$ cat src/rtl/uart_rx_frame_pkg.sv
`default_nettype none
// ============================================================================
// Module      : uart_rx_frame_pkg
// Description : Shared UART receive definitions: baud constants, default
//               frame width, receive FSM state encoding and parity helper.
// Revision    : 1.0 - initial release
// ============================================================================
package uart_rx_frame_pkg;

    // 50 MHz / 9600 baud, and the half-bit offset used for mid-bit sampling
    localparam int BPS_DIV    = 5208;
    localparam int BPS_HALF   = 2604;
    localparam int DATA_W_DEF = 8;

    typedef enum logic [2:0] {
        ST_IDLE   = 3'd0,
        ST_START  = 3'd1,
        ST_DATA   = 3'd2,
        ST_PARITY = 3'd3,
        ST_STOP   = 3'd4
    } rx_state_t;

    // Parity over up to 9 data bits; unused upper bits are zero and do not
    // disturb the XOR reduction.
    function automatic logic calc_parity(input logic [8:0] bits, input logic odd);
        return (^bits) ^ odd;
    endfunction

endpackage
`default_nettype wire

$ cat src/rtl/uart_rx_frame_if.sv
`default_nettype none
// ============================================================================
// Module      : uart_rx_frame_if
// Description : Serial line, baud tick handshake and received-byte status
//               bundle of the UART receive framer.
//               master = environment (pin, tick generator, byte consumer)
//               slave  = the framer itself
// Revision    : 1.0 - initial release
// ============================================================================
interface uart_rx_frame_if #(
    parameter int DATA_W = 8
) ();
    logic              rx_in;
    logic              clk_bps;
    logic              bps_start;
    logic [DATA_W-1:0] rx_data;
    logic              rx_valid;
    logic              frame_err;
    logic              parity_err;
    logic              rx_busy;

    modport master (
        output rx_in, clk_bps,
        input  bps_start, rx_data, rx_valid, frame_err, parity_err, rx_busy
    );

    modport slave (
        input  rx_in, clk_bps,
        output bps_start, rx_data, rx_valid, frame_err, parity_err, rx_busy
    );
endinterface
`default_nettype wire

$ cat src/rtl/uart_rx_sync.sv
`default_nettype none
// ============================================================================
// Module      : uart_rx_sync
// Description : Two-flop synchronizer for the raw rx pin plus one history
//               flop for falling-edge detection. Flops reset to the idle
//               level (1) so reset release never fakes a start edge.
// Revision    : 1.0 - initial release
// ============================================================================
module uart_rx_sync (
    input  logic clk,
    input  logic rst_n,
    input  logic rx_in,
    output logic rx_s,
    output logic rx_fall
);
    logic r_meta;
    logic r_sync;
    logic r_hist;

    // Synchronize the asynchronous line and keep one cycle of history
    always_ff @(posedge clk or negedge rst_n) begin
        if (!rst_n) begin
            r_meta <= 1'b1;
            r_sync <= 1'b1;
            r_hist <= 1'b1;
        end else begin
            r_meta <= rx_in;
            r_sync <= r_meta;
            r_hist <= r_sync;
        end
    end

    assign rx_s    = r_sync;
    assign rx_fall = r_hist & ~r_sync;

endmodule
`default_nettype wire

$ cat src/rtl/uart_rx_frame.sv
`default_nettype none
// ============================================================================
// Module      : uart_rx_frame
// Description : UART receive framer. Detects the start edge, requests the
//               mid-bit tick via bps_start, shifts in LSB-first data on each
//               clk_bps, checks stop (and optional parity) and presents the
//               byte with a one-cycle valid strobe or an error strobe.
//               Optional feature macro: UART_RX_PARITY_EN (adds PARITY state).
// Revision    : 1.0 - initial release
// ============================================================================
module uart_rx_frame
    import uart_rx_frame_pkg::*;
#(
    parameter int DATA_W     = DATA_W_DEF,
    parameter bit PARITY_ODD = 1'b0
) (
    input  logic           clk,
    input  logic           rst_n,
    uart_rx_frame_if.slave rx
);
    logic              w_rx_s;
    logic              w_rx_fall;

    rx_state_t         r_state;
    rx_state_t         w_state_nxt;
    logic              r_bps_start;
    logic              w_bps_nxt;
    logic [DATA_W-1:0] r_shreg;
    logic [DATA_W-1:0] w_shreg_nxt;
    logic [DATA_W-1:0] r_rx_data;
    logic [DATA_W-1:0] w_data_nxt;
    logic [3:0]        r_bitcnt;
    logic [3:0]        w_bitcnt_nxt;
    logic              r_rx_valid;
    logic              w_valid_nxt;
    logic              r_frame_err;
    logic              w_ferr_nxt;
    logic              r_parity_err;
    logic              w_perr_nxt;
    logic              w_par_bad;

    uart_rx_sync u_sync (
        .clk     (clk),
        .rst_n   (rst_n),
        .rx_in   (rx.rx_in),
        .rx_s    (w_rx_s),
        .rx_fall (w_rx_fall)
    );

`ifdef UART_RX_PARITY_EN
    logic r_par_bit;
    logic w_par_nxt;

    assign w_par_bad = (calc_parity(9'(r_shreg), PARITY_ODD) != r_par_bit);

    // Received parity bit, captured in the PARITY state
    always_ff @(posedge clk or negedge rst_n) begin
        if (!rst_n) begin
            r_par_bit <= 1'b0;
        end else begin
            r_par_bit <= w_par_nxt;
        end
    end
`else
    logic w_unused_parity;

    assign w_unused_parity = PARITY_ODD;
    assign w_par_bad       = 1'b0;
`endif

    // State, shifter, counter and registered status outputs
    always_ff @(posedge clk or negedge rst_n) begin
        if (!rst_n) begin
            r_state      <= ST_IDLE;
            r_bps_start  <= 1'b0;
            r_shreg      <= '0;
            r_rx_data    <= '0;
            r_bitcnt     <= 4'd0;
            r_rx_valid   <= 1'b0;
            r_frame_err  <= 1'b0;
            r_parity_err <= 1'b0;
        end else begin
            r_state      <= w_state_nxt;
            r_bps_start  <= w_bps_nxt;
            r_shreg      <= w_shreg_nxt;
            r_rx_data    <= w_data_nxt;
            r_bitcnt     <= w_bitcnt_nxt;
            r_rx_valid   <= w_valid_nxt;
            r_frame_err  <= w_ferr_nxt;
            r_parity_err <= w_perr_nxt;
        end
    end

    // Next-state and next-output decode; strobes default low so they last one cycle
    always_comb begin
        w_state_nxt  = r_state;
        w_bps_nxt    = r_bps_start;
        w_shreg_nxt  = r_shreg;
        w_data_nxt   = r_rx_data;
        w_bitcnt_nxt = r_bitcnt;
        w_valid_nxt  = 1'b0;
        w_ferr_nxt   = 1'b0;
        w_perr_nxt   = 1'b0;
`ifdef UART_RX_PARITY_EN
        w_par_nxt    = r_par_bit;
`endif
        case (r_state)
            ST_IDLE: begin
                // Ticks are ignored here; only a fresh falling edge starts a frame
                if (w_rx_fall) begin
                    w_bps_nxt    = 1'b1;
                    w_bitcnt_nxt = 4'd0;
                    w_state_nxt  = ST_START;
                end
            end
            ST_START: begin
                if (rx.clk_bps) begin
                    if (w_rx_s) begin
                        // Line back high at mid start bit: glitch, not a frame
                        w_bps_nxt   = 1'b0;
                        w_state_nxt = ST_IDLE;
                    end else begin
                        w_state_nxt = ST_DATA;
                    end
                end
            end
            ST_DATA: begin
                if (rx.clk_bps) begin
                    w_shreg_nxt  = {w_rx_s, r_shreg[DATA_W-1:1]};
                    w_bitcnt_nxt = r_bitcnt + 4'd1;
                    if (r_bitcnt == 4'(DATA_W - 1)) begin
`ifdef UART_RX_PARITY_EN
                        w_state_nxt = ST_PARITY;
`else
                        w_state_nxt = ST_STOP;
`endif
                    end
                end
            end
`ifdef UART_RX_PARITY_EN
            ST_PARITY: begin
                if (rx.clk_bps) begin
                    w_par_nxt   = w_rx_s;
                    w_state_nxt = ST_STOP;
                end
            end
`endif
            ST_STOP: begin
                if (rx.clk_bps) begin
                    w_bps_nxt   = 1'b0;
                    w_state_nxt = ST_IDLE;
                    // A bad stop bit outranks a parity mismatch
                    if (!w_rx_s) begin
                        w_ferr_nxt = 1'b1;
                    end else if (w_par_bad) begin
                        w_perr_nxt = 1'b1;
                    end else begin
                        w_data_nxt  = r_shreg;
                        w_valid_nxt = 1'b1;
                    end
                end
            end
            default: begin
                w_bps_nxt   = 1'b0;
                w_state_nxt = ST_IDLE;
            end
        endcase
    end

    assign rx.bps_start  = r_bps_start;
    assign rx.rx_data    = r_rx_data;
    assign rx.rx_valid   = r_rx_valid;
    assign rx.frame_err  = r_frame_err;
    assign rx.parity_err = r_parity_err;
    assign rx.rx_busy    = (r_state != ST_IDLE);

endmodule
`default_nettype wire

$ cat src/flat_wrapper.sv
// flat-port wrapper written by rule: the top's interface ports become plain ports
module uart_rx_frame_flat import uart_rx_frame_pkg::*;
#(
    parameter int DATA_W     = DATA_W_DEF,
    parameter bit PARITY_ODD = 1'b0
)
  (clk, rst_n, rx_rx_in, rx_clk_bps, rx_bps_start, rx_rx_data, rx_rx_valid, rx_frame_err, rx_parity_err, rx_rx_busy);
  uart_rx_frame_if #(.DATA_W(DATA_W)) rx_i ();
  input  logic clk;
  input  logic rst_n;
  input wire logic [$bits(rx_i.rx_in)-1:0] rx_rx_in;
  input wire logic [$bits(rx_i.clk_bps)-1:0] rx_clk_bps;
  output wire logic [$bits(rx_i.bps_start)-1:0] rx_bps_start;
  output wire logic [$bits(rx_i.rx_data)-1:0] rx_rx_data;
  output wire logic [$bits(rx_i.rx_valid)-1:0] rx_rx_valid;
  output wire logic [$bits(rx_i.frame_err)-1:0] rx_frame_err;
  output wire logic [$bits(rx_i.parity_err)-1:0] rx_parity_err;
  output wire logic [$bits(rx_i.rx_busy)-1:0] rx_rx_busy;
  assign rx_i.rx_in = rx_rx_in;
  assign rx_i.clk_bps = rx_clk_bps;
  assign rx_bps_start = rx_i.bps_start;
  assign rx_rx_data = rx_i.rx_data;
  assign rx_rx_valid = rx_i.rx_valid;
  assign rx_frame_err = rx_i.frame_err;
  assign rx_parity_err = rx_i.parity_err;
  assign rx_rx_busy = rx_i.rx_busy;
  uart_rx_frame #(.DATA_W(DATA_W), .PARITY_ODD(PARITY_ODD)) u_core (.clk(clk), .rst_n(rst_n), .rx(rx_i));
endmodule
$ cat config.mk
export PLATFORM = sky130hd
export DESIGN_NAME = uart_rx_frame_flat
export DESIGN_NICKNAME = d
export VERILOG_FILES = /design/src/rtl/uart_rx_frame_pkg.sv /design/src/rtl/uart_rx_frame_if.sv /design/src/rtl/uart_rx_sync.sv /design/src/rtl/uart_rx_frame.sv /design/src/flat_wrapper.sv
export SDC_FILE = /design/constraint.sdc
export NUM_CORES = 1
export LEC_CHECK = 0
export BUFFER_PORTS_ARGS = -buffer_cell sky130_fd_sc_hd__buf_2
export CAP_MARGIN = 40
export CORE_MARGIN = 8
export CORE_UTILIZATION = 45
export DETAILED_ROUTE_END_ITERATION = 16
export GPL_ROUTABILITY_DRIVEN = 1
export SLEW_MARGIN = 20
export SYNTH_ARGS = -nofsm -noshare
export SYNTH_HDL_FRONTEND = slang
export SYNTH_SLANG_ARGS = --single-unit
$ cat constraint.sdc
create_clock -name clk -period 1.95 [get_ports clk]
set_clock_uncertainty 0.2 [all_clocks]
set_input_delay 0.39 -clock clk [delete_from_list [all_inputs] [get_ports clk]]
set_output_delay 0.39 -clock clk [all_outputs]
set_load 0.1 [all_outputs]
==> metrics.txt <==
status=finished clean; root buffer cell=clkbuf_4; pwr dens=1110 nW/µm²; r2r worst-path depth=3; fin crit period=1.89 ns; syn_area_per_cell=13.8 µm²; Die W=69.7 µm; Post-synth EDFFs=0; synth unique cells=33; multi-input combinational cell area=524 µm²; R2R Path End=u_core.r_shreg[5]; die height=69.7 µm; FF-to-FF Start=u_core.r_state[2]; FP Rows=19; Routed Antenna Nets=0; Clock Sinks=29; routability congestion estimate=0.753; Congestion Overflow GR=0; total CTS buffers=5; Antenna diodes=0; Startpoint Class=register; area grow syn2layout=13.9%; Synth Register Bits=29; worst-path maximum fanout=2; final worst-path cycle share=96.7%; FF/Latch Area=729 µm²; Max-cap violations=0; I/O Buffers=15; Leak=0.749 nW; Yosys top cell by area=dfrtp_1; f_max=530 MHz; Crit. Startpoint=u_core.r_state[0]; vias per std cell=5.30; ratio of cells with drive above 1 in the final layout=41.9%; Final setup viols=0; data required time at the worst endpoint=1.36 ns; WS Path Type=reg -> out; io pins=17; number of global-route vias before repair=805; worst reg-to-reg setup slack=0.29 ns; post-route worst setup slack=0.0648 ns; crit end category=output port; drt pass-1 iters=4; yosys warns=0; DRT iter0 DRCs=27; Critical Path AT=1.30 ns; end of the critical path=rx_rx_busy; Async S/R FF share, synth=100%; Cells after Synth=94; via count=784; worst skew pair latency=0.32 ns; largest net degree at the start of global routing=30; worst relative slew slack=58.5%; Fillers=245; maximum VDD drop=0.978 mV; wire per inst=15.0 µm; Setup WS pre-CTS=0.309 ns; Core ar.=2760 µm²; dominant synthesized flop cell=dfrtp_1; setup repair bufs after CTS=0; Worst Tran Pin Value=0.622 ns; Worst-path clk slew=0.08 ns; All-Layer GR Usage=9.72%; initial core utilization=47.1%; final hold viol count=0; sequential share of the synthesized area=56.2%; Synth area leaders=dfrtp_1 50%, mux2_2 8.7%, mux2_4 8.1%; die area=4860 µm²; remaining routing DRC violations=0; Syn Nets=99; CTS tree=done; DP HPWL=1530 µm; first-pass GRT wire length=3750 µm; final wirelength=2220 µm; Mapped Area=1300 µm²; initial antenna violation count=0; share of the synthesized area in the top cell type=50.1%; Setup TNS=0 ns; Max Root-Sink Buffers=2; Final Max Tran Viols=0; unrepaired setup endpoints after global routing=false; htree depth=2; min-delay worst type=reg -> reg; nets@finish=121
==> where the power goes <==
part           switching (mW)  internal (mW)  total [mW]
Combinational           0.323          0.219       0.543
Sequential             0.0741          0.695       0.769
Clock                   0.186          0.143       0.329
==> repair_timing <==
item                       4_1_cts  5_1_grt
resized for setup                1        4
setup endpoints to repair        1        1
hold endpoints to repair        27        0
hold buffers                     2        0
==> critical path, stage by stage (launching register included) <==
cell,delay (ns)
dfrtp_1,0.39
or3_4,0.41
buf_12,0.18
==> cell usage after synthesis (2+ instances only) <==
cell type and count:
dfrtp_1 26, mux2_2 10, mux2_4 7, o21ai_0 6, nand2_1 5, buf_4 3
dfstp_2 3, nor2_1 3, o21ai_1 3, and2_1 2, buf_6 2, nand3b_1 2
nor3_1 2
==> kinds of logic after synthesis <==
group                      share of synthesized area (%)
xor gates and xnor gates                           0.675
buffers and inverters                               3.76
and+or+nand+nor                                     14.0
AOI/OAI and AO/OA                                   7.33
other                                              0.289
DFF                                                 56.2
muxes                                               16.8
adders and majority gates                          0.964
==> worst min path at each step <==
| stage | start | endpoint | slack (ns) | depth (start not counted) |
|---|---|---|---|---|
| 2_1_floorplan | rst_n | u_core.r_bitcnt[0] | -0.11 | 0 |
| 3_3_place_gp | u_core.u_sync.r_meta | u_core.u_sync.rx_s | 0.15 | 0 |
| 3_5_place_dp | u_core.u_sync.r_meta | u_core.u_sync.rx_s | 0.15 | 0 |
| 4_1_cts | u_core.u_sync.r_meta | u_core.u_sync.rx_s | 0.16 | 0 |
| 5_1_grt | u_core.u_sync.r_meta | u_core.u_sync.rx_s | 0.17 | 0 |
| 6_report | u_core.u_sync.r_meta | u_core.u_sync.rx_s | 0.16 | 0 |
==> cells in the final DEF (no fill, tap or decap), types with 2 or more instances in the layout <==
| cell | n |
|---|---|
| clkbuf_4 | 5 |
| dlygate4sd3_1 | 2 |
| nor2_1 | 3 |
| o21ai_0 | 6 |
| nand2_1 | 5 |
| nand3b_1 | 2 |
| dfstp_2 | 3 |
| nor3_1 | 2 |
| mux2_2 | 10 |
| clkbuf_1 | 3 |
| buf_2 | 14 |
| dfrtp_1 | 26 |
| mux2_4 | 7 |
| and2_1 | 2 |
| buf_4 | 3 |
| o21ai_1 | 3 |
==> stage by stage <==
stage / hold slack [ns] / instance area (µm²) / utilization [%] / instances / total power, mW
6_report: 0.160 / 1480 / 53.6 / 148 / 1.64
5_1_grt: 0.168 / 1480 / 53.6 / 148 / 1.74
4_1_cts: 0.161 / 1460 / 52.9 / 148 / 1.62
3_5_place_dp: 0.148 / 1390 / 50.4 / 138 / 1.28
3_3_place_gp: 0.146 / 1390 / 50.4 / 138 / 1.27
2_1_floorplan: -0.106 / 1300 / - / 94 / 1.19
==> sequential cells by signal, summed over array words and instances, names as in the netlist <==
name and count:
u_core.rx.rx_data 8, u_core.u_sync.rx_s 1, u_core.r_bitcnt 4, u_core.rx.frame_err 1
u_core.r_state 3, u_core.rx.rx_valid 1, u_core.r_shreg 8, u_core.u_sync.r_meta 1
u_core.rx.bps_start 1, u_core.u_sync.r_hist 1
==> routing by layer <==
metal / vias to the layer above / wire [µm] / GRT usage [%]
met5: - / 0 / 0
met4: 0 / 64 / 6.03
met3: 8 / 127 / 3.72
met2: 19 / 1080 / 15.4
met1: 382 / 941 / 10.8
li1: 375 / - / -
==> layout make-up <==
cell class / count / share of cell area [%]
flip-flops and latches: 29 / 49.4
multi-input cells: 59 / 35.5
repair buffers: 20 / 8.98
well taps: 31 / 2.62
clock buffers: 8 / 3.30
inverters: 1 / 0.254
No activity file was read; power rests on OpenSTA's default activity.
